<file path="src/rtl/countdown_timer.sv">
// BCD MM:SS countdown timer: load, start/pause, 1 Hz decrement with borrow,
// then a bounded alarm phase after the count reaches 00:00.
module countdown_timer #(
   parameter int unsigned ALARM_TICKS = 10
) (
   input  logic        clk,
   input  logic        rst_n,
   input  logic        tick,
   input  logic        load,
   input  logic [15:0] load_val,
   input  logic        start,
   input  logic        pause,
   output logic [15:0] digits,
   output logic        running,
   output logic        expired,
   output logic        alarm,
   output logic        load_err
);

   typedef enum logic [1:0] {
      IDLE  = 2'd0,
      RUN   = 2'd1,
      PAUSE = 2'd2,
      ALARM = 2'd3
   } state_t;

   localparam logic [7:0] LAST_TICK = 8'(ALARM_TICKS - 1);

   state_t      state, state_next;
   logic [15:0] digits_next;
   logic [15:0] digits_dec;
   logic [7:0]  alarm_cnt, alarm_cnt_next;
   logic        expired_next;
   logic        load_err_next;
   logic        load_valid;

   assign load_valid = (load_val[15:12] <= 4'd5) && (load_val[11:8] <= 4'd9) &&
                       (load_val[7:4]   <= 4'd5) && (load_val[3:0]  <= 4'd9);

   // One-second BCD subtract; each digit only moves when everything below it wraps.
   always_comb begin
      digits_dec = digits;
      if (digits[3:0] != 4'd0) begin
         digits_dec[3:0] = digits[3:0] - 4'd1;
      end else begin
         digits_dec[3:0] = 4'd9;
         if (digits[7:4] != 4'd0) begin
            digits_dec[7:4] = digits[7:4] - 4'd1;
         end else begin
            digits_dec[7:4] = 4'd5;
            if (digits[11:8] != 4'd0) begin
               digits_dec[11:8] = digits[11:8] - 4'd1;
            end else begin
               digits_dec[11:8]  = 4'd9;
               digits_dec[15:12] = digits[15:12] - 4'd1;
            end
         end
      end
   end

   // NOTE: every variable gets a default before the case so no path infers a latch.
   always_comb begin
      state_next     = state;
      digits_next    = digits;
      alarm_cnt_next = alarm_cnt;
      expired_next   = 1'b0;
      load_err_next  = 1'b0;

      unique case (state)
         IDLE, PAUSE: begin
            if (load) begin
               if (load_valid) digits_next = load_val;
               else            load_err_next = 1'b1;
            end else if (pause) begin
               state_next = state;
            end else if (start && (digits != 16'h0000)) begin
               state_next = RUN;
            end
         end

         RUN: begin
            if (pause) begin
               state_next = PAUSE;
            end else if (tick) begin
               digits_next = digits_dec;
               if (digits == 16'h0001) begin
                  state_next     = ALARM;
                  expired_next   = 1'b1;
                  alarm_cnt_next = 8'd0;
               end
            end
         end

         ALARM: begin
            if (load) begin
               if (load_valid) begin
                  digits_next = load_val;
                  state_next  = IDLE;
               end else begin
                  load_err_next = 1'b1;
               end
            end else if (pause) begin
               state_next = IDLE;
            end else if (tick) begin
               if (alarm_cnt == LAST_TICK) state_next = IDLE;
               else                        alarm_cnt_next = alarm_cnt + 8'd1;
            end
         end

         default: state_next = IDLE;
      endcase
   end

   // NOTE: sequential state uses non-blocking assignments only, so all flops
   // update together from the values computed above.
   always_ff @(posedge clk or negedge rst_n) begin
      if (!rst_n) begin
         state     <= IDLE;
         digits    <= 16'h0000;
         alarm_cnt <= 8'd0;
         expired   <= 1'b0;
         load_err  <= 1'b0;
         running   <= 1'b0;
         alarm     <= 1'b0;
      end else begin
         state     <= state_next;
         digits    <= digits_next;
         alarm_cnt <= alarm_cnt_next;
         expired   <= expired_next;
         load_err  <= load_err_next;
         running   <= (state_next == RUN);
         alarm     <= (state_next == ALARM);
      end
   end

endmodule

</file>
<file path="config.mk">
export PLATFORM = sky130hd
export DESIGN_NAME = countdown_timer
export DESIGN_NICKNAME = d
export VERILOG_FILES = /design/src/rtl/countdown_timer.sv
export SDC_FILE = /design/constraint.sdc
export NUM_CORES = 1
export LEC_CHECK = 0
export ABC_CLOCK_PERIOD_IN_PS = 5300
export BUFFER_PORTS_ARGS = -buffer_cell sky130_fd_sc_hd__buf_2
export CORE_ASPECT_RATIO = 1.2
export CORE_UTILIZATION = 55
export CTS_BUF_LIST = sky130_fd_sc_hd__clkbuf_16
export CTS_CLUSTER_DIAMETER = 120
export CTS_CLUSTER_SIZE = 14
export DETAILED_ROUTE_END_ITERATION = 8
export PLACE_DENSITY = 0.81
export REMOVE_ABC_BUFFERS = 1
export SLEW_MARGIN = 5
export SYNTH_ARGS = -nofsm -noshare
export SYNTH_HDL_FRONTEND = slang
export SYNTH_SLANG_ARGS = --single-unit
</file>
<file path="constraint.sdc">
create_clock -name clk -period 5.3 [get_ports clk]
set_input_delay 1.59 -clock clk [delete_from_list [all_inputs] [get_ports clk]]
set_output_delay 1.59 -clock clk [all_outputs]
set_load 0.03 [all_outputs]
</file>
==> impl_metrics.tcl <==
set metrics [dict create \
    status "finished, final reports clean" \
    placed_cells 284 \
    cts_sinks 30 \
    path_clk_slew_ns 0.05 \
    crit_buf_inv 1 \
    worstPathRequired_ns 5.46 \
    synth_top_area_share_pct 38.9 \
    power_frac_seq_pct 35.8 \
    layout_commonest_cell "buf_2" \
    drive_gt1_share_pct 22.0 \
    hold_viol 0 \
    area_delta_synth_final_pct 18.2 \
    finalNonFillerCells 292 \
    intPower_mw 0.664 \
    max-vdd-ir-drop_uv 407 \
    cp-end-kind "flop" \
    yosysSeqAreaShare_pct 38.9 \
    worstSetupPathType "in -> reg" \
    avgViaCountPerCell 6.64 \
    cts_tree "built" \
    dp_hpwl_um 3420 \
    crit_arrival_ns 3.47 \
    power.leakage_nw 1.01 \
    route.detailed.drc 0 \
    num_vias 1940 \
    yosysWarnings 0 \
    slew-limit-headroom_pct 33.8 \
    period_minus_slack_ns 3.31 \
    synthCells 217 \
    fill_cells 298 \
    place_congestion 0.905 \
    port_buffers 41 \
    fin_skew_ns 0.00805 \
    r2r_setup_slack_ns 2.92 \
    clk_latency_ns 0.28 \
    cts_resized 0 \
    power_mw 1.14 \
    cts_max_path_buffers 2 \
    multi_input_area_um2 1080 \
    drt-total-wl_um 4860 \
    postSynthAreaPerCell_um2 8.89 \
    setup_violations 0 \
    swShare_pct 41.8 \
    netlist_area_um2 1930 \
    ys.flop_type "dfrtp_1" \
    synth_edf_count 0 \
    ctsHtreeMaxLevel 2 \
    cts_buffers 5 \
    nets 280 \
    die_h_um 66.9 \
    tns_ns 0 \
    worst_pin_slew_ns 0.992 \
    synth-async-reset-ratio_pct 100 \
    die_width_um 56.1 \
    drt-initial-drc-count 123 \
    max_stage_delay_ns 0.83 \
    first_pass_iters 4 \
    yosysTopAreaCell "dfrtp_1" \
    grt.total_usage_pct 28.6 \
    synth_area_leaders "dfrtp_1 (39%), o21ai_0 (4.7%), nand2_1 (3.5%)" \
    slew_viol_final 0 \
    clkPwrFrac_pct 27.2 \
    rows 23 \
    ff_latch_area_um2 751 \
    max_freq_mhz 302 \
    slowest_stage "nor4bb_1" \
    grt-ovfl-total 0 \
    pin_count 42 \
    most-common-layout-cells "buf_2 (41), dfrtp_1 (30), nand2_1 (18), o21ai_0 (18), nor2_1 (18)" \
    antenna_found_initial 0 \
    postRouteAntennaNets 0 \
    postCtsSetupBuffers 0 \
    path_cells "buf_2, nor4bb_1, a21oi_1, o32a_1" \
    cp-start-kind "input pin" \
    ctsHoldBuffers 0 \
    wire_per_inst_um 16.6 \
    grt_max_degree 31 \
    path_max_fanout 12 \
    die_area_um2 3750 \
    maxCapViolCount 0 \
    start_util_pct 57.8 \
    crit_family "compound AO/OA/AOI/OAI gates" \
    ys_ff_latch 30 \
    combPwrFrac_pct 37.0 \
    grt_setup_unrepaired "false" \
    grt_pass1_wl_um 8320 \
    synth_cell_types 54 \
    diodes 0 \
    finalCritPeriodShare_pct 62.5 \
    powerDensity_nw_per_um2 500 \
    hold_class "reg -> reg" \
    p_sw_mw 0.476 \
    grt_pass1_vias 1837 \
    core_area_um2 3340 \
    cts-root-buf "clkbuf_16" \
]
power groups by stage:
stage | clock network, mW | registers [mW] | logic, mW
6_report | 0.310 | 0.408 | 0.421
5_1_grt | 0.323 | 0.426 | 0.460
4_1_cts | 0.313 | 0.407 | 0.423
3_5_place_dp | 0 | 0.410 | 0.420
3_3_place_gp | 0 | 0.405 | 0.415
2_1_floorplan | 0 | 0.497 | 0.186
synthesized netlist by cell type (4+ instances only):
master,instances
a21oi_1,11
and3_1,4
clkbuf_1,8
dfrtp_1,30
ha_1,4
inv_1,7
nand2_1,18
nand3_1,9
nand4_1,7
nor2_1,18
nor3_1,6
nor4_1,5
o21ai_0,18
o221ai_1,6
or4_1,6
metrics by stage:
stage | setup slack (ns) | util [%] | cell area [um2] | hold WS [ns]
2_1_floorplan | 2.36 | - | 1860 | 0.467
3_3_place_gp | 1.90 | 63.4 | 2120 | 0.504
3_5_place_dp | 1.80 | 63.4 | 2120 | 0.522
4_1_cts | 2.09 | 68.3 | 2280 | 0.530
5_1_grt | 1.88 | 68.3 | 2280 | 0.546
6_report | 1.99 | 68.3 | 2280 | 0.530
state kept, by name, indices dropped and copies added (netlist names):
| signal | count |
|---|---|
| alarm_cnt | 8 |
| state | 2 |
| digits | 16 |
| load_err | 1 |
| alarm | 1 |
| running | 1 |
| expired | 1 |
worst register-to-register path: cells and delay by family, from the launching register on:
| kind | cells | cell delay [ns] |
|---|---|---|
| AO/OA/AOI/OAI | 1 | 0.23 |
| AND/OR/NAND/NOR | 3 | 1.48 |
| flip-flops | 1 | 0.49 |
cell type report:
| type | count | area share (%) |
|---|---|---|
| Clock buffer | 5 | 5.49 |
| Clock inverter | 3 | 1.65 |
| Inverter | 7 | 1.15 |
| Multi-Input combinational cell | 168 | 47.4 |
| Sequential cell | 30 | 32.9 |
| Tap cell | 37 | 2.03 |
| Timing Repair Buffer | 42 | 9.33 |
final timing paths:
kind / from / depth (start not counted) / to
hold / removal: alarm_cnt[5] / 1 / alarm_cnt[5]
min in group asynchronous: rst_n / 1 / digits[9]
setup reg to reg: state[1] / 4 / digits[3]
max in group asynchronous: rst_n / 1 / load_err
hold reg to reg: alarm_cnt[5] / 1 / alarm_cnt[5]
setup / recovery: tick / 4 / digits[9]
cells by family after synthesis:
family	count (synthesis)	synth area share [%]
DFF	30	38.9
and+or+nand+nor	94	27.6
AOI/OAI and AO/OA	65	23.3
buffers and inverters	19	5.06
muxes	2	1.10
xor gates and xnor gates	3	1.36
adders and majority gates	4	2.59
routing by layer:
layer	global-route usage [%]	routed length [um]	up-vias
met5	0	0	-
met4	13.1	95	0
met3	5.44	316	9
met2	48.2	2440	84
met1	35.4	2000	933
li1	-	-	914
Power figures use the tool's default switching activity.
